==> config.mk <==
export PLATFORM = sky130hd
export DESIGN_NAME = command_initiator
export DESIGN_NICKNAME = d
export VERILOG_FILES = /design/src/rtl/command_initiator.sv
export SDC_FILE = /design/constraint.sdc
export NUM_CORES = 1
export LEC_CHECK = 0
export ABC_AREA = 1
export CELL_PAD_IN_SITES_DETAIL_PLACEMENT = 1
export CELL_PAD_IN_SITES_GLOBAL_PLACEMENT = 1
export CORE_MARGIN = 3
export CORE_UTILIZATION = 33
export CTS_CLUSTER_DIAMETER = 80
export DETAILED_ROUTE_END_ITERATION = 8
export GPL_TIMING_DRIVEN = 0
export PLACE_DENSITY = 0.82
export SLEW_MARGIN = 10
export SYNTH_ARGS = -nofsm -noshare
export SYNTH_HDL_FRONTEND = slang
export SYNTH_SLANG_ARGS = --single-unit
==> constraint.sdc <==
create_clock -name i_clk -period 1.8 [get_ports i_clk]
set_clock_uncertainty 0.1 [all_clocks]
set_input_delay 0.45 -clock i_clk [delete_from_list [all_inputs] [get_ports i_clk]]
set_output_delay 0.45 -clock i_clk [all_outputs]
set_load 0.05 [all_outputs]
==> src/rtl/command_initiator.sv <==
// command_initiator
//   Host-side register command initiator. Accepts read/write requests from a
//   local master, serializes them into a command byte {4'b0, addr, rw} plus an
//   optional write-data byte toward a UART TX, and for reads waits for a single
//   response byte from the UART RX.
//
//   Optional feature macro: COMMAND_INITIATOR_TIMEOUT_EN
//     defined   : read responses are bounded by TIMEOUT_CYCLES wait cycles
//     undefined : reads wait indefinitely, o_rsp_timeout is tied to 0
//
// Ports
//   i_clk, i_rst          clock, asynchronous active-high reset
//   i_req_valid/o_req_ready, i_req_rw, i_req_addr, i_req_wdata
//                         request handshake and payload (rw: 1 = write)
//   o_tx_data, o_tx_data_valid, i_tx_ready
//                         byte stream to the UART transmitter
//   i_rx_data, i_rx_data_valid
//                         response byte strobe from the UART receiver
//   o_rsp_valid, o_rsp_data, o_rsp_timeout
//                         single-cycle completion with read data / timeout flag
module command_initiator #(
  parameter int unsigned TIMEOUT_CYCLES = 1024
) (
  input  logic       i_clk,
  input  logic       i_rst,
  input  logic       i_req_valid,
  output logic       o_req_ready,
  input  logic       i_req_rw,
  input  logic [2:0] i_req_addr,
  input  logic [7:0] i_req_wdata,
  output logic [7:0] o_tx_data,
  output logic       o_tx_data_valid,
  input  logic       i_tx_ready,
  input  logic [7:0] i_rx_data,
  input  logic       i_rx_data_valid,
  output logic       o_rsp_valid,
  output logic [7:0] o_rsp_data,
  output logic       o_rsp_timeout
);

  // Reject illegal timeout settings at elaboration.
  if (TIMEOUT_CYCLES < 2) begin : g_param_check
    $error("command_initiator: TIMEOUT_CYCLES must be at least 2");
  end

  typedef enum logic [2:0] {
    S_IDLE,
    S_SEND_CMD,
    S_SEND_DATA,
    S_WAIT_RSP,
    S_DONE
  } state_e;

  state_e     state_q, state_d;
  logic       rw_q, rw_d;
  logic [7:0] wdata_q, wdata_d;
  logic [7:0] tx_data_q, tx_data_d;
  logic       tx_valid_q, tx_valid_d;
  logic       req_ready_q, req_ready_d;
  logic       rsp_valid_q, rsp_valid_d;
  logic [7:0] rsp_data_q, rsp_data_d;
  logic       tx_fire;

`ifdef COMMAND_INITIATOR_TIMEOUT_EN
  localparam int unsigned CNT_W = $clog2(TIMEOUT_CYCLES + 1);
  localparam logic [CNT_W-1:0] CNT_LAST = CNT_W'(TIMEOUT_CYCLES - 1);

  logic [CNT_W-1:0] cnt_q, cnt_d;
  logic             rsp_timeout_q, rsp_timeout_d;
`endif

  assign tx_fire = tx_valid_q & i_tx_ready;

  // Next-state and registered-output computation.
  always_comb begin
    state_d     = state_q;
    rw_d        = rw_q;
    wdata_d     = wdata_q;
    tx_data_d   = tx_data_q;
    tx_valid_d  = tx_valid_q;
    req_ready_d = req_ready_q;
    rsp_valid_d = 1'b0;
    rsp_data_d  = rsp_data_q;
`ifdef COMMAND_INITIATOR_TIMEOUT_EN
    cnt_d         = cnt_q;
    rsp_timeout_d = rsp_timeout_q;
`endif

    case (state_q)
      S_IDLE: begin
        if (i_req_valid && req_ready_q) begin
          rw_d        = i_req_rw;
          wdata_d     = i_req_wdata;
          tx_data_d   = {4'b0000, i_req_addr, i_req_rw};
          tx_valid_d  = 1'b1;
          req_ready_d = 1'b0;
          // Previous response is held until the next accept clears it.
          rsp_data_d  = 8'h00;
`ifdef COMMAND_INITIATOR_TIMEOUT_EN
          rsp_timeout_d = 1'b0;
`endif
          state_d     = S_SEND_CMD;
        end
      end

      S_SEND_CMD: begin
        if (tx_fire) begin
          if (rw_q) begin
            tx_data_d = wdata_q;
            state_d   = S_SEND_DATA;
          end else begin
            tx_valid_d = 1'b0;
`ifdef COMMAND_INITIATOR_TIMEOUT_EN
            cnt_d      = '0;
`endif
            state_d    = S_WAIT_RSP;
          end
        end
      end

      S_SEND_DATA: begin
        if (tx_fire) begin
          tx_valid_d  = 1'b0;
          rsp_valid_d = 1'b1;
          state_d     = S_DONE;
        end
      end

      S_WAIT_RSP: begin
        // Response data takes priority over a timeout on the same cycle.
        if (i_rx_data_valid) begin
          rsp_data_d  = i_rx_data;
          rsp_valid_d = 1'b1;
          state_d     = S_DONE;
        end
`ifdef COMMAND_INITIATOR_TIMEOUT_EN
        else if (cnt_q == CNT_LAST) begin
          rsp_timeout_d = 1'b1;
          rsp_valid_d   = 1'b1;
          state_d       = S_DONE;
        end else begin
          cnt_d = cnt_q + CNT_W'(1);
        end
`endif
      end

      S_DONE: begin
        req_ready_d = 1'b1;
        state_d     = S_IDLE;
      end

      default: begin
        tx_valid_d  = 1'b0;
        req_ready_d = 1'b1;
        state_d     = S_IDLE;
      end
    endcase
  end

  // State and output registers; reset aborts any in-flight request.
  always_ff @(posedge i_clk or posedge i_rst) begin
    if (i_rst) begin
      state_q     <= S_IDLE;
      rw_q        <= 1'b0;
      wdata_q     <= 8'h00;
      tx_data_q   <= 8'h00;
      tx_valid_q  <= 1'b0;
      req_ready_q <= 1'b1;
      rsp_valid_q <= 1'b0;
      rsp_data_q  <= 8'h00;
    end else begin
      state_q     <= state_d;
      rw_q        <= rw_d;
      wdata_q     <= wdata_d;
      tx_data_q   <= tx_data_d;
      tx_valid_q  <= tx_valid_d;
      req_ready_q <= req_ready_d;
      rsp_valid_q <= rsp_valid_d;
      rsp_data_q  <= rsp_data_d;
    end
  end

`ifdef COMMAND_INITIATOR_TIMEOUT_EN
  // Read-response timeout counter and flag.
  always_ff @(posedge i_clk or posedge i_rst) begin
    if (i_rst) begin
      cnt_q         <= '0;
      rsp_timeout_q <= 1'b0;
    end else begin
      cnt_q         <= cnt_d;
      rsp_timeout_q <= rsp_timeout_d;
    end
  end

  assign o_rsp_timeout = rsp_timeout_q;
`else
  assign o_rsp_timeout = 1'b0;
`endif

  assign o_req_ready     = req_ready_q;
  assign o_tx_data       = tx_data_q;
  assign o_tx_data_valid = tx_valid_q;
  assign o_rsp_valid     = rsp_valid_q;
  assign o_rsp_data      = rsp_data_q;

endmodule

==> qor.csv <==
stage,metric,value,unit
die,Die ar.,0.00525,mm2
clocking,CTS Hold Bufs,0,
timing,setup ws final,0.0576,ns
timing,final hold vios,0,
placement,dpl hpwl,2650,um
logic_synthesis,prevailing post-synth register cell,dfrtp_1,
finish,share of layout cells above drive strength 1,0.142,
worst_setup_path,CP max-delay cell,dlygate4sd2_1,
logic_synthesis,Synth area leader,dfrtp_1,
logic_synthesis,syn nets,192,
timing,worst slew pin tran,0.649,ns
die,Core ar.,0.00414,mm2
drt,final antenna-violating net count,0,
pwr,Sequential Power Share,0.502,
worst_setup_path,"Largest delay share family, worst path",buffers and inverters,
timing,endpoints failing setup,0,
global_routing,grt ovf,0,
worst_setup_path,crit path cell chain,dlygate4sd2_1,
worst_setup_path,Critical Path RT,1.25,ns
drt,Vias/cell,4.68,
global_routing,initial antenna violation count,0,
drt,Routed WL,3610,um
timing,fmax,574,MHz
worst_setup_path,R2R setup slack,0.34,ns
global_routing,pin count of the biggest net entering global routing,32,
die,die width,72.5,um
global_routing,vias in the first global route,1291,
drt,1st-iter DRT viols,50,
clocking,worst-skew pair later-pin latency,0.28,ns
pwr,Power Density,685,mW/mm2
pwr,NetSw,0.294,mW
worst_setup_path,Worst Path Buf+Inv,1,
pwr,Switching Share,0.212,
clocking,htree depth,2,
placement,PortBufs,43,
timing,slew margin rel.,0.567,
worst_setup_path,Worst R2R End,wdata_q[2],
logic_synthesis,Post-synth EDFFs,0,
die,die height,72.5,um
finish,Ant. Diodes,0,
worst_setup_path,R2R depth,6,
clocking,CTS tree,yes,
worst_setup_path,crit path to,o_rsp_data[2],
logic_synthesis,Synth warnings,0,
logic_synthesis,"Seq/Total Area, Yosys",0.533,
hold_path,HP Class,reg -> reg,
clocking,Clock transition at path regs,0.07,ns
drt,TritonRoute pass-1 iters,4,
clocking,CTS max path bufs,2,
logic_synthesis,"FF+latch count, synth",31,
logic_synthesis,most common cell in the netlist,nand2_1,
timing,period utilization,0.968,
worst_setup_path,CP startpoint,o_rsp_data[2],
logic_synthesis,Netlist cell types,23,
pwr,worst vdd ir,0.442,mV
worst_setup_path,critical-path maximum fanout,2,
pwr,combinational share of power,0.059,
die,num rows,23,
placement,GPL Wtd Cong,0.750,
clocking,CTS sink cnt,31,
finish,final net count,242,
drt,vias post-DR,1253,
pwr,LEAKAGE,1.09,nW
pwr,clock share of power,0.439,
worst_setup_path,WP data arrival,1.19,ns
logic_synthesis,main area contributors after synthesis,"dfrtp_1, nand2_1, nand3_1",
job,Max Cap Violations,0,
finish,Area Overhead vs Synth,39.1,%
timing,hold_ws,0.372,ns
die,Initial Util,0.352,
logic_synthesis,synthesized area,0.00146,mm2
worst_setup_path,Crit. End Element,primary output,
timing,"Min Clock Period, post-route",1.74,ns
logic_synthesis,Mapped Avg Cell Area,8.73,um2
die,IO Count,45,
worst_setup_path,CP Depth,1,
worst_setup_path,CP peak stage delay,0.56,ns
drt,DRC errors left,0,
logic_synthesis,cell count after synthesis,167,
clocking,Inserted Clock Buffers,5,
worst_setup_path,reg2reg start,state_q[2],
placement,"worst slack, placed",-0.221,ns
worst_setup_path,kind of critical path,reg -> out,
pwr,Int Pwr,1.09,mW
logic_synthesis,fraction of registers with async set or reset after synthesis,1.00,
worst_setup_path,Critical Path Source Type,flip-flop,
global_routing,first-pass GRT wire length,6160,um
timing,RSZ-0062 raised after global routing,no,
logic_synthesis,top post-synthesis cells by count,"nand2_1, dfrtp_1, nand3_1, inv_1",
logic_synthesis,Yosys top cell area share,0.515,
clocking,Root Buffer,clkbuf_8,
global_routing,gr usage total,0.154,
status,outcome,"complete, no violations",
timing,Final Max Tran Viols,0,
drt,DR WL/cell,13.5,um
==> worst min path at each step <==
stage / startpoint / end / slack (ns) / cells past startpoint
after floorplan: wdata_q[6] / wdata_q[6] / 0.36 / 2
after global routing: o_tx_data[2] / o_tx_data[2] / 0.41 / 2
after global placement: o_tx_data[1] / o_tx_data[1] / 0.36 / 2
after detailed placement: o_tx_data[2] / o_tx_data[2] / 0.37 / 2
after CTS: o_tx_data[2] / o_tx_data[2] / 0.38 / 2
final: o_tx_data[2] / o_tx_data[2] / 0.37 / 2
==> layer usage <==
layer,track usage,wire length [um]
met1,0.199,1520
met2,0.246,1860
met3,0.0457,170
met4,0.0553,52
met5,0,0
==> power by group through the flow <==
stage	clock network, mW	logic (mW)	registers (mW)
final	0.609	0.0822	0.697
after CTS	0.630	0.0841	0.696
after global routing	0.676	0.0901	0.696
after global placement	0	0.0824	0.710
after floorplan	0	0.0240	0.710
after detailed placement	0	0.0839	0.710
==> per-stage QoR <==
step	power [mW]	area (um2)	instances	TNS (ns)	utilization
finish	1.39	2030	268	0	0.489
detailed placement	0.794	1950	260	-6.91	0.471
global placement	0.792	1950	260	-5.49	0.471
floorplan	0.734	1460	167	0	-
CTS	1.41	2030	268	0	0.491
global route	1.46	2030	268	0	0.489
==> layout make-up <==
type                            instances  area [um2]
Fill cell                             518        2120
Multi-Input combinational cell        111         547
Buffer                                  7        61.3
Timing Repair Buffer                   43         403
Inverter                               18        72.6
Tap cell                               50        62.6
Sequential cell                        31         777
Clock buffer                            7        96.3
Clock inverter                          1        7.51
==> flip-flops by register name, summed over array words and instances, names as in the netlist <==
| name | count |
|---|---|
| o_req_ready | 1 |
| wdata_q | 8 |
| o_rsp_valid | 1 |
| o_tx_data | 8 |
| state_q | 3 |
| o_tx_data_valid | 1 |
| rw_q | 1 |
| o_rsp_data | 8 |
==> timing repair <==
item | 4_1_cts | 5_1_grt
setup endpoints to repair | 19 | 1
gates cloned | 0 | 0
buffers inserted | 0 | 0
pin swaps | 0 | 0
resized for setup | 21 | 2
==> tightest hold or removal path: stages (launching register included) <==
cell and delay (ns):
dfrtp_1 0.34, nand2_1 0.06, nand2_1 0.05
==> cell families after synthesis <==
group / after synthesis / share of synthesized area
other cells: 1 / 0.00257
simple gates: 93 / 0.309
flops: 31 / 0.533
buf+inv: 25 / 0.0918
compound gates: 17 / 0.0635
==> cells in the final DEF, fill, tap and decap left out, drive strengths merged <==
cell type / instances
nand2: 60
dfrtp: 30
clkdlybuf4s50: 24
nand3: 24
dlygate4sd2: 18
inv: 18
o21ai: 14
buf: 8
clkbuf: 7
nor2: 6
a21oi: 3
nor3: 1
nand4: 1
nand3b: 1
conb: 1
clkinvlp: 1
dfstp: 1
(Power assumes the default switching activity.)
